==> src/rtl/mips_pkg.sv <==
// Shared constants and pipeline payload types for the MIPS front end.
package mips_pkg;

    localparam int unsigned XLEN = 32;

    localparam logic [XLEN-1:0] PC_RESET  = 32'h0000_3000;
    localparam logic [XLEN-1:0] NOP_INSTR = 32'h0000_0000;
    localparam logic [XLEN-1:0] PC_STEP   = 32'd4;
    localparam logic [XLEN-1:0] LINK_OFS  = 32'd8;

    // F/D payload
    typedef struct packed {
        logic [XLEN-1:0] ir;
        logic [XLEN-1:0] pc;
        logic [XLEN-1:0] pc8;
    } fd_t;

    // D/E payload; all-zero is a nop bubble
    typedef struct packed {
        logic [XLEN-1:0] ir;
        logic [XLEN-1:0] pc8;
        logic [XLEN-1:0] rs_val;
        logic [XLEN-1:0] rt_val;
        logic [XLEN-1:0] ext;
    } de_t;

endpackage

==> src/rtl/pipe_front_regs_if.sv <==
// Front-end pipeline register bus.
//   slave  : the register block (takes stall/redirect/D values, drives PC and pipeline regs)
//   master : the surrounding core (hazard unit, IM, D-stage datapath)
interface pipe_front_regs_if
    import mips_pkg::*;
#(
    parameter int unsigned CNT_W = 16
) ();

    logic                delay;
    logic                npc_sel_d;
    logic [XLEN-1:0]     npc_d;
    logic [XLEN-1:0]     instr_f;
    logic [XLEN-1:0]     pc_f;
    logic [XLEN-1:0]     ir_d;
    logic [XLEN-1:0]     pc_d;
    logic [XLEN-1:0]     pc8_d;
    logic [XLEN-1:0]     rs_val_d;
    logic [XLEN-1:0]     rt_val_d;
    logic [XLEN-1:0]     ext_d;
    logic [XLEN-1:0]     ir_e;
    logic [XLEN-1:0]     pc8_e;
    logic [XLEN-1:0]     rs_val_e;
    logic [XLEN-1:0]     rt_val_e;
    logic [XLEN-1:0]     ext_e;
    logic [CNT_W-1:0]    stall_cnt;

    modport slave (
        input  delay, npc_sel_d, npc_d, instr_f, rs_val_d, rt_val_d, ext_d,
        output pc_f, ir_d, pc_d, pc8_d, ir_e, pc8_e, rs_val_e, rt_val_e, ext_e, stall_cnt
    );

    modport master (
        output delay, npc_sel_d, npc_d, instr_f, rs_val_d, rt_val_d, ext_d,
        input  pc_f, ir_d, pc_d, pc8_d, ir_e, pc8_e, rs_val_e, rt_val_e, ext_e, stall_cnt
    );

endinterface

==> src/rtl/pipe_reg.sv <==
// Generic pipeline register: synchronous clear (priority) then load-enable.
//   clk   : clock
//   i_en  : load i_d when 1, hold when 0
//   i_clr : synchronous zero, overrides i_en
//   i_d   : next value
//   o_q   : registered value
module pipe_reg #(
    parameter int unsigned W = 32
) (
    input  logic         clk,
    input  logic         i_en,
    input  logic         i_clr,
    input  logic [W-1:0] i_d,
    output logic [W-1:0] o_q
);

    logic [W-1:0] r_q;

    always_ff @(posedge clk) begin
        if (i_clr) begin
            r_q <= '0;
        end else if (i_en) begin
            r_q <= i_d;
        end
    end

    assign o_q = r_q;

endmodule

==> src/rtl/pipe_front_regs.sv <==
// PC register, F/D and D/E pipeline registers and stall-cycle counter.
//   clk, reset : clock and synchronous active-high reset
//   bus        : stall/redirect/D-stage inputs, PC and pipeline register outputs
module pipe_front_regs #(
    parameter logic [31:0] PC_RESET = mips_pkg::PC_RESET,
    parameter int unsigned CNT_W    = 16
) (
    input  logic              clk,
    input  logic              reset,
    pipe_front_regs_if.slave  bus
);
    import mips_pkg::*;

    logic [XLEN-1:0]  r_pc;
    logic [CNT_W-1:0] r_stall_cnt;
    fd_t              w_fd_d;
    fd_t              w_fd_q;
    de_t              w_de_d;
    de_t              w_de_q;

    // PC: stall holds, redirect only when not stalled, else sequential
    always_ff @(posedge clk) begin
        if (reset) begin
            r_pc <= PC_RESET;
        end else if (!bus.delay) begin
            if (bus.npc_sel_d) begin
                r_pc <= bus.npc_d;
            end else begin
                r_pc <= r_pc + PC_STEP;
            end
        end
    end

    // Saturating count of stalled cycles
    always_ff @(posedge clk) begin
        if (reset) begin
            r_stall_cnt <= '0;
        end else if (bus.delay && (r_stall_cnt != {CNT_W{1'b1}})) begin
            r_stall_cnt <= r_stall_cnt + CNT_W'(1);
        end
    end

    // F/D: no flush on redirect, the fetched instruction is the delay slot
    always_comb begin
        w_fd_d     = '0;
        w_fd_d.ir  = bus.instr_f;
        w_fd_d.pc  = r_pc;
        w_fd_d.pc8 = r_pc + LINK_OFS;
    end

    pipe_reg #(.W($bits(fd_t))) u_fd (
        .clk   (clk),
        .i_en  (!bus.delay),
        .i_clr (reset),
        .i_d   (w_fd_d),
        .o_q   (w_fd_q)
    );

    // D/E: a stall loads the all-zero bubble
    always_comb begin
        w_de_d        = '0;
        w_de_d.ir     = w_fd_q.ir;
        w_de_d.pc8    = w_fd_q.pc8;
        w_de_d.rs_val = bus.rs_val_d;
        w_de_d.rt_val = bus.rt_val_d;
        w_de_d.ext    = bus.ext_d;
    end

    pipe_reg #(.W($bits(de_t))) u_de (
        .clk   (clk),
        .i_en  (1'b1),
        .i_clr (reset | bus.delay),
        .i_d   (w_de_d),
        .o_q   (w_de_q)
    );

    assign bus.pc_f      = r_pc;
    assign bus.ir_d      = w_fd_q.ir;
    assign bus.pc_d      = w_fd_q.pc;
    assign bus.pc8_d     = w_fd_q.pc8;
    assign bus.ir_e      = w_de_q.ir;
    assign bus.pc8_e     = w_de_q.pc8;
    assign bus.rs_val_e  = w_de_q.rs_val;
    assign bus.rt_val_e  = w_de_q.rt_val;
    assign bus.ext_e     = w_de_q.ext;
    assign bus.stall_cnt = r_stall_cnt;

endmodule

==> src/flat_wrapper.sv <==
// flat-port wrapper written by rule: the top's interface ports become plain ports
module pipe_front_regs_flat import mips_pkg::*;
#(
    parameter logic [31:0] PC_RESET = mips_pkg::PC_RESET,
    parameter int unsigned CNT_W    = 16
)
  (clk, reset, bus_delay, bus_npc_sel_d, bus_npc_d, bus_instr_f, bus_rs_val_d, bus_rt_val_d, bus_ext_d, bus_pc_f, bus_ir_d, bus_pc_d, bus_pc8_d, bus_ir_e, bus_pc8_e, bus_rs_val_e, bus_rt_val_e, bus_ext_e, bus_stall_cnt);
  pipe_front_regs_if #(.CNT_W(CNT_W)) bus_i ();
  input  logic clk;
  input  logic reset;
  input wire logic [$bits(bus_i.delay)-1:0] bus_delay;
  input wire logic [$bits(bus_i.npc_sel_d)-1:0] bus_npc_sel_d;
  input wire logic [$bits(bus_i.npc_d)-1:0] bus_npc_d;
  input wire logic [$bits(bus_i.instr_f)-1:0] bus_instr_f;
  input wire logic [$bits(bus_i.rs_val_d)-1:0] bus_rs_val_d;
  input wire logic [$bits(bus_i.rt_val_d)-1:0] bus_rt_val_d;
  input wire logic [$bits(bus_i.ext_d)-1:0] bus_ext_d;
  output wire logic [$bits(bus_i.pc_f)-1:0] bus_pc_f;
  output wire logic [$bits(bus_i.ir_d)-1:0] bus_ir_d;
  output wire logic [$bits(bus_i.pc_d)-1:0] bus_pc_d;
  output wire logic [$bits(bus_i.pc8_d)-1:0] bus_pc8_d;
  output wire logic [$bits(bus_i.ir_e)-1:0] bus_ir_e;
  output wire logic [$bits(bus_i.pc8_e)-1:0] bus_pc8_e;
  output wire logic [$bits(bus_i.rs_val_e)-1:0] bus_rs_val_e;
  output wire logic [$bits(bus_i.rt_val_e)-1:0] bus_rt_val_e;
  output wire logic [$bits(bus_i.ext_e)-1:0] bus_ext_e;
  output wire logic [$bits(bus_i.stall_cnt)-1:0] bus_stall_cnt;
  assign bus_i.delay = bus_delay;
  assign bus_i.npc_sel_d = bus_npc_sel_d;
  assign bus_i.npc_d = bus_npc_d;
  assign bus_i.instr_f = bus_instr_f;
  assign bus_i.rs_val_d = bus_rs_val_d;
  assign bus_i.rt_val_d = bus_rt_val_d;
  assign bus_i.ext_d = bus_ext_d;
  assign bus_pc_f = bus_i.pc_f;
  assign bus_ir_d = bus_i.ir_d;
  assign bus_pc_d = bus_i.pc_d;
  assign bus_pc8_d = bus_i.pc8_d;
  assign bus_ir_e = bus_i.ir_e;
  assign bus_pc8_e = bus_i.pc8_e;
  assign bus_rs_val_e = bus_i.rs_val_e;
  assign bus_rt_val_e = bus_i.rt_val_e;
  assign bus_ext_e = bus_i.ext_e;
  assign bus_stall_cnt = bus_i.stall_cnt;
  pipe_front_regs #(.PC_RESET(PC_RESET), .CNT_W(CNT_W)) u_core (.clk(clk), .reset(reset), .bus(bus_i));
endmodule
==> config.mk <==
export PLATFORM = sky130hd
export DESIGN_NAME = pipe_front_regs_flat
export DESIGN_NICKNAME = d
export VERILOG_FILES = /design/src/rtl/mips_pkg.sv /design/src/rtl/pipe_front_regs_if.sv /design/src/rtl/pipe_reg.sv /design/src/rtl/pipe_front_regs.sv /design/src/flat_wrapper.sv
export SDC_FILE = /design/constraint.sdc
export NUM_CORES = 1
export LEC_CHECK = 0
export BUFFER_PORTS_ARGS = -buffer_cell sky130_fd_sc_hd__clkbuf_2
export CAP_MARGIN = 30
export CORE_AREA = 2 2 183 185
export DETAILED_ROUTE_END_ITERATION = 16
export DIE_AREA = 0 0 185 187
export PLACE_DENSITY_LB_ADDON = 0.05
export SYNTH_ARGS = -nofsm -noshare
export SYNTH_HDL_FRONTEND = slang
export SYNTH_SLANG_ARGS = --single-unit
==> constraint.sdc <==
create_clock -name clk -period 2.16 [get_ports clk]
set_clock_uncertainty 0.1 [all_clocks]
set_input_delay 0.216 -clock clk [delete_from_list [all_inputs] [get_ports clk]]
set_output_delay 0.216 -clock clk [all_outputs]
set_load 0.02 [all_outputs]
==> results of run 1 <==
## final cells by class
type,instances,area (µm²),area share [%]
sequential,301,6030,35.7
multi-input combinational,716,4640,27.5
timing repair buffer,692,4470,26.5
clock buffer,49,1040,6.15
tap,448,561,3.32
clock inverter,10,81.3,0.482
inverter,17,63.8,0.378
antenna,1,2.50,0.0148
## through the flow
| step | TNS [ns] | utilization [%] | setup slack, ns | instances | power (mW) |
|---|---|---|---|---|---|
| 2_1_floorplan | 0 | - | 0.0538 | 1164 | 6.84 |
| 3_3_place_gp | 0 | 43.2 | 0.149 | 2019 | 7.42 |
| 3_5_place_dp | 0 | 43.2 | 0.0849 | 2019 | 7.43 |
| 4_1_cts | 0 | 51.3 | 0.0308 | 2232 | 13.5 |
| 5_1_grt | -0.00749 | 51.4 | -0.00749 | 2234 | 13.9 |
| 6_report | 0 | 51.4 | 0.122 | 2234 | 13.3 |
## cell families after synthesis
kind of cell,count (synthesis),synth area share (%)
adders and majority gates,3,0.330
and+or+nand+nor,473,23.0
muxes,77,6.92
buffers and inverters,147,6.33
xor gates and xnor gates,10,0.771
DFF,301,53.0
AOI/OAI and AO/OA,153,9.65
## worst min-delay path, delay by kind of cell
kind                   cells  cell delay [ns]
AO/OA/AOI/OAI              2             0.24
buffers and inverters      1             0.13
## worst paths after layout
kind,endpoint,slack [ns]
setup / recovery,u_core.bus.stall_cnt[0],0.12
hold / removal,u_core.bus.pc_f[20],0.02
setup reg to reg,u_core.bus.stall_cnt[0],0.12
hold reg to reg,u_core.u_de.o_q[117],0.36
## state kept, by name, summed over array words and instances (netlist names)
| register | count |
|---|---|
| u_core.u_de.o_q | 160 |
| u_core.u_fd.o_q | 93 |
| u_core.bus.pc_f | 32 |
| u_core.bus.stall_cnt | 16 |
## per-layer routing
metal / vias to the layer above / part of all wire, % / GRT usage (%)
li1: 5190 / - / -
met1: 5010 / 42 / 27.0
met2: 364 / 48 / 37.6
met3: 57 / 7.5 / 5.33
met4: 0 / 2.3 / 5.89
met5: - / 0 / 0
## power by group
part,internal [mW],switching [mW]
registers,5.78,0.149
logic,0.712,0.901
clock network,3.46,2.32
total,9.95,3.37
## cells in the final DEF, fill, tap and decap left out, types with 12 or more instances in the layout
cell and instances:
a21oi_1 36, a22oi_1 14, a31oi_1 14, and2_1 160, buf_4 68, clkbuf_16 35
clkbuf_2 465, dfxtp_1 298, dlygate4sd3_1 154, inv_1 16, mux2_2 12, mux2i_1 65
nand2_1 40, nand3_1 27, nand4_1 26, nor2_1 128, nor2b_1 12, nor3_1 16
o21ai_0 13
## timing repair
action | CTS | global route
setup endpoints to repair | 0 | 9
resized for setup | 0 | 5
hold endpoints to repair | 161 | 0
hold buffers | 154 | 0
setup buffers | 0 | 1
==> results.txt, run 1 <==
Leak pwr: 7.81 nW
Crit path depth: 5
Root buf cell: clkbuf_16
P per Cell Area: 789 nW/µm²
R2r worst-path depth: 5
Critical Path Source: u_core.bus.stall_cnt[0]
Drt wl/cell: 17.6 µm
Htree depth: 2
Slowest stage delay, CP: 0.46 ns
IO Port Bufs: 467
Die width: 185 µm
Initial antenna violation count: 1
Bufs on Longest Clock Path: 3
Initial core utilization: 34.6%
Area leader, netlist: dfxtp_1
Slowest cell on crit path: and4_1
Critical path required time: 2.45 ns
Area of the mapped netlist: 11400 µm²
Top cells by area, synth: dfxtp_1 53%, and2_1 8.8%, mux2i_1 5.7%
Hold slack final: 0.0187 ns
ANT nets after route: 0
Clk_lat worst skew: 0.51 ns
Worst Hold Class: primary input to flip-flop
Post-synth ARST share: 0%
Max Cap Viol: 0
Hold depth: 3
Syn Inst Count: 1164
F_max: 491 MHz
Final non-filler cell area: 16900 µm²
CTS tree: built
Global route overflow: 0
CP delay by family, top: simple AND/OR/NAND/NOR gates
Post-DP HPWL: 28000 µm
Post-synthesis sequential area ratio: 53.0%
Crit path max fanout: 10
FF-to-FF Start: u_core.bus.stall_cnt[0]
Synthesized flop and latch total: 301
Final hold vios: 0
Area after DPL: 14200 µm²
Setup violations, final: 0
DR vias/cell: 4.75
Post-synth EDFFs: 0
Synth cell types: 65
Sink Count: 301
Max-slew violation count: 0
Post-synth top cells: 301 x dfxtp_1, 160 x and2_1, 129 x nor2_1, 65 x mux2i_1, 55 x clkbuf_1
Fillers: 3125
CP arrival: 2.33 ns
Final net count: 1930
Largest net degree at the start of global routing: 51
Vias: 10.6k
DR iter-0 viols: 447
Transition time of the tightest slew-check pin: 0.555 ns
Drt pass-1 iters: 5
Routability cong.: 0.860
Worst slew margin: 63.0%
IO Count: 468
Top-area cell type share of the netlist area: 53.0%
First-pass GRT wire length: 59200 µm
Worst-path clk slew: 0.06 ns
Yosys Warn Count: 0
Layout cell share with drive strength beyond 1: 35.1%
Cell with the most instances after synthesis: dfxtp_1
Die Height: 187 µm
Layout area overhead: 48.6%
Worst setup path class: flip-flop to flip-flop
DRT Wirelength: 39400 µm
Fin crit period: 2.04 ns
Crit-path cells: ha_1, and3_1, and4_1, a21oi_1, mux2_2
Hold Startpoint: bus_npc_d[20]
Core Area: 32900 µm²
Nature of the critical path endpoint: flip-flop
Mean post-synth cell area: 9.76 µm²
DIE AREA: 34600 µm²
Residual DRC count: 0
Worst vdd ir: 0.000475 V
Final Cycle Share: 94.3%
Vias in the first global route: 10.3k
Rows: 67
Net Count, Synth: 1331
TritonCTS Buffers: 35
CP Launch Type: flip-flop
Status: completed
Post-synth top flop: dfxtp_1
Global Route Usage Sum: 21.8%
CP bufs+invs: 0
No activity file was read; power rests on OpenSTA's default activity.
==> inputs of run 2 (changes only) <==
==> constraint.sdc (replaced) <==
create_clock -name clk -period 2.45 [get_ports clk]
set_clock_uncertainty 0.1 [all_clocks]
set_input_delay 0.245 -clock clk [delete_from_list [all_inputs] [get_ports clk]]
set_output_delay 0.245 -clock clk [all_outputs]
set_load 0.02 [all_outputs]
==> results.txt, run 2 (synthesis results as in run 1) <==
Final net count: 1908
Most Crowded Layer GR: met2
Clk_lat worst skew: 0.52 ns
CTS tree: built
IO Port Bufs: 467
Post-Layout Cell Count: 2215
IO Count: 468
Global route overflow: 0
Status: completed
Die width: 185 µm
Met1 Use GR: 26.2%
Global Route Usage Sum: 21.8%
Worst vdd ir: 0.000509 V
Most frequent cells in the layout: 465 x clkbuf_2, 301 x dfxtp_1, 160 x and2_1
Routability cong.: 0.875
Final non-filler cell area: 16700 µm²
Initial core utilization: 34.6%
Resize count post-CTS: 0
Met2 Resource Use GR: 37.4%
DIE AREA: 34600 µm²
Drt pass-1 iters: 5
CP Launch Type: flip-flop
Fin crit period: 2.16 ns
TNS Setup: 0 ns
Diodes inserted: 0
Residual DRC count: 0
Vias: 10.5k
Multi-input gate area: 4620 µm²
Hold slack final: 0.00195 ns
Crit path max fanout: 9
Max Cap Viol: 0
Clock network fraction of total power: 44.0%
Htree depth: 2
DRT Wirelength: 39200 µm
Initial antenna violation count: 0
Post-DP HPWL: 27700 µm
Overall Power: 11.8 mW
Switch Pwr: 2.98 mW
Register area: 6030 µm²
Nature of the critical path endpoint: flip-flop
Worst setup path class: flip-flop to flip-flop
Final hold vios: 0
RSZ-0062 raised after global routing: no
First-pass GRT wire length: 59100 µm
Worst-path clk slew: 0.06 ns
P per Cell Area: 707 nW/µm²
Net Sw Frac: 25.2%
Root buf cell: clkbuf_16
Leak pwr: 7.71 nW
Largest net degree at the start of global routing: 112
Fillers: 3179
Layout cell share with drive strength beyond 1: 34.0%
Final Cycle Share: 88.1%
ANT nets after route: 0
Int Pwr: 8.84 mW
Worst slew margin: 59.3%
Placed cells: 2000
Bufs on Longest Clock Path: 3
Drt wl/cell: 17.7 µm
Area after DPL: 14000 µm²
Vias in the first global route: 10.1k
Layout area overhead: 47.2%
DR iter-0 viols: 578
Gate power share: 11.8%
Hold depth: 3
Setup violations, final: 0
Part of the power in registers: 44.2%
Worst Hold Class: primary input to flip-flop
CP arrival: 2.46 ns
Rows: 67
Die Height: 187 µm
TritonCTS Buffers: 36
Most common cell after layout, fill and taps aside: clkbuf_2
DR vias/cell: 4.74
F_max: 463 MHz
Transition time of the tightest slew-check pin: 0.610 ns
Met3 Usage GRT: 5.69%
Critical path required time: 2.75 ns
Max-slew violation count: 0
Max reg flops: 160
Core Area: 32900 µm²
Sink Count: 301
R2r worst-path depth: 6
run 2: path summary, 6_finish.rpt:
| kind | startpoint | end | slack, ns |
|---|---|---|---|
| hold reg to reg | u_core.u_fd.o_q[21] | u_core.u_de.o_q[117] | 0.36 |
| hold / removal | bus_npc_d[19] | u_core.bus.pc_f[19] | 0.002 |
| setup / recovery | u_core.bus.pc_f[6] | u_core.u_fd.o_q[31] | 0.29 |
| setup reg to reg | u_core.bus.pc_f[6] | u_core.u_fd.o_q[31] | 0.29 |
run 2: layout make-up:
type	instances	share of cell area, %
Tap cell	448	3.35
Timing Repair Buffer	669	25.6
Sequential cell	301	36.0
Clock inverter	8	0.322
Multi-Input combinational cell	716	27.6
Clock buffer	56	6.69
Inverter	17	0.381
run 2: power groups by stage:
| stage | registers [mW] | clock network [mW] | logic [mW] |
|---|---|---|---|
| floorplan | 5.50 | 0 | 0.527 |
| CTS | 5.22 | 5.34 | 1.41 |
| global route | 5.25 | 5.55 | 1.51 |
| global placement | 5.32 | 0 | 1.21 |
| detailed placement | 5.33 | 0 | 1.21 |
| finish | 5.23 | 5.20 | 1.40 |
run 2: critical path, cell delays in order (launching register included):
cell	delay (ns)
dfxtp_1	0.48
nand4_1	0.26
buf_4	0.24
nor4_1	0.35
buf_4	0.21
a211oi_1	0.07
a2111oi_0	0.34
run 2: repair_timing:
action	in CTS	in global routing
endpoints found under the hold margin	147	0
hold buffers	151	0
setup buffers	0	0
run 2: per-layer routing:
| metal | vias to the layer above | routed length (µm) |
|---|---|---|
| li1 | 5145 | - |
| met1 | 4860 | 15800 |
| met2 | 418 | 19000 |
| met3 | 74 | 3240 |
| met4 | 0 | 1200 |
| met5 | - | 0 |
run 2: per-stage QoR:
stage	worst slack [ns]	util [%]
after floorplan	0.247	-
after global placement	0.349	42.7
after detailed placement	0.300	42.7
after CTS	0.315	50.9
after global routing	0.0174	50.9
final	0.291	50.9
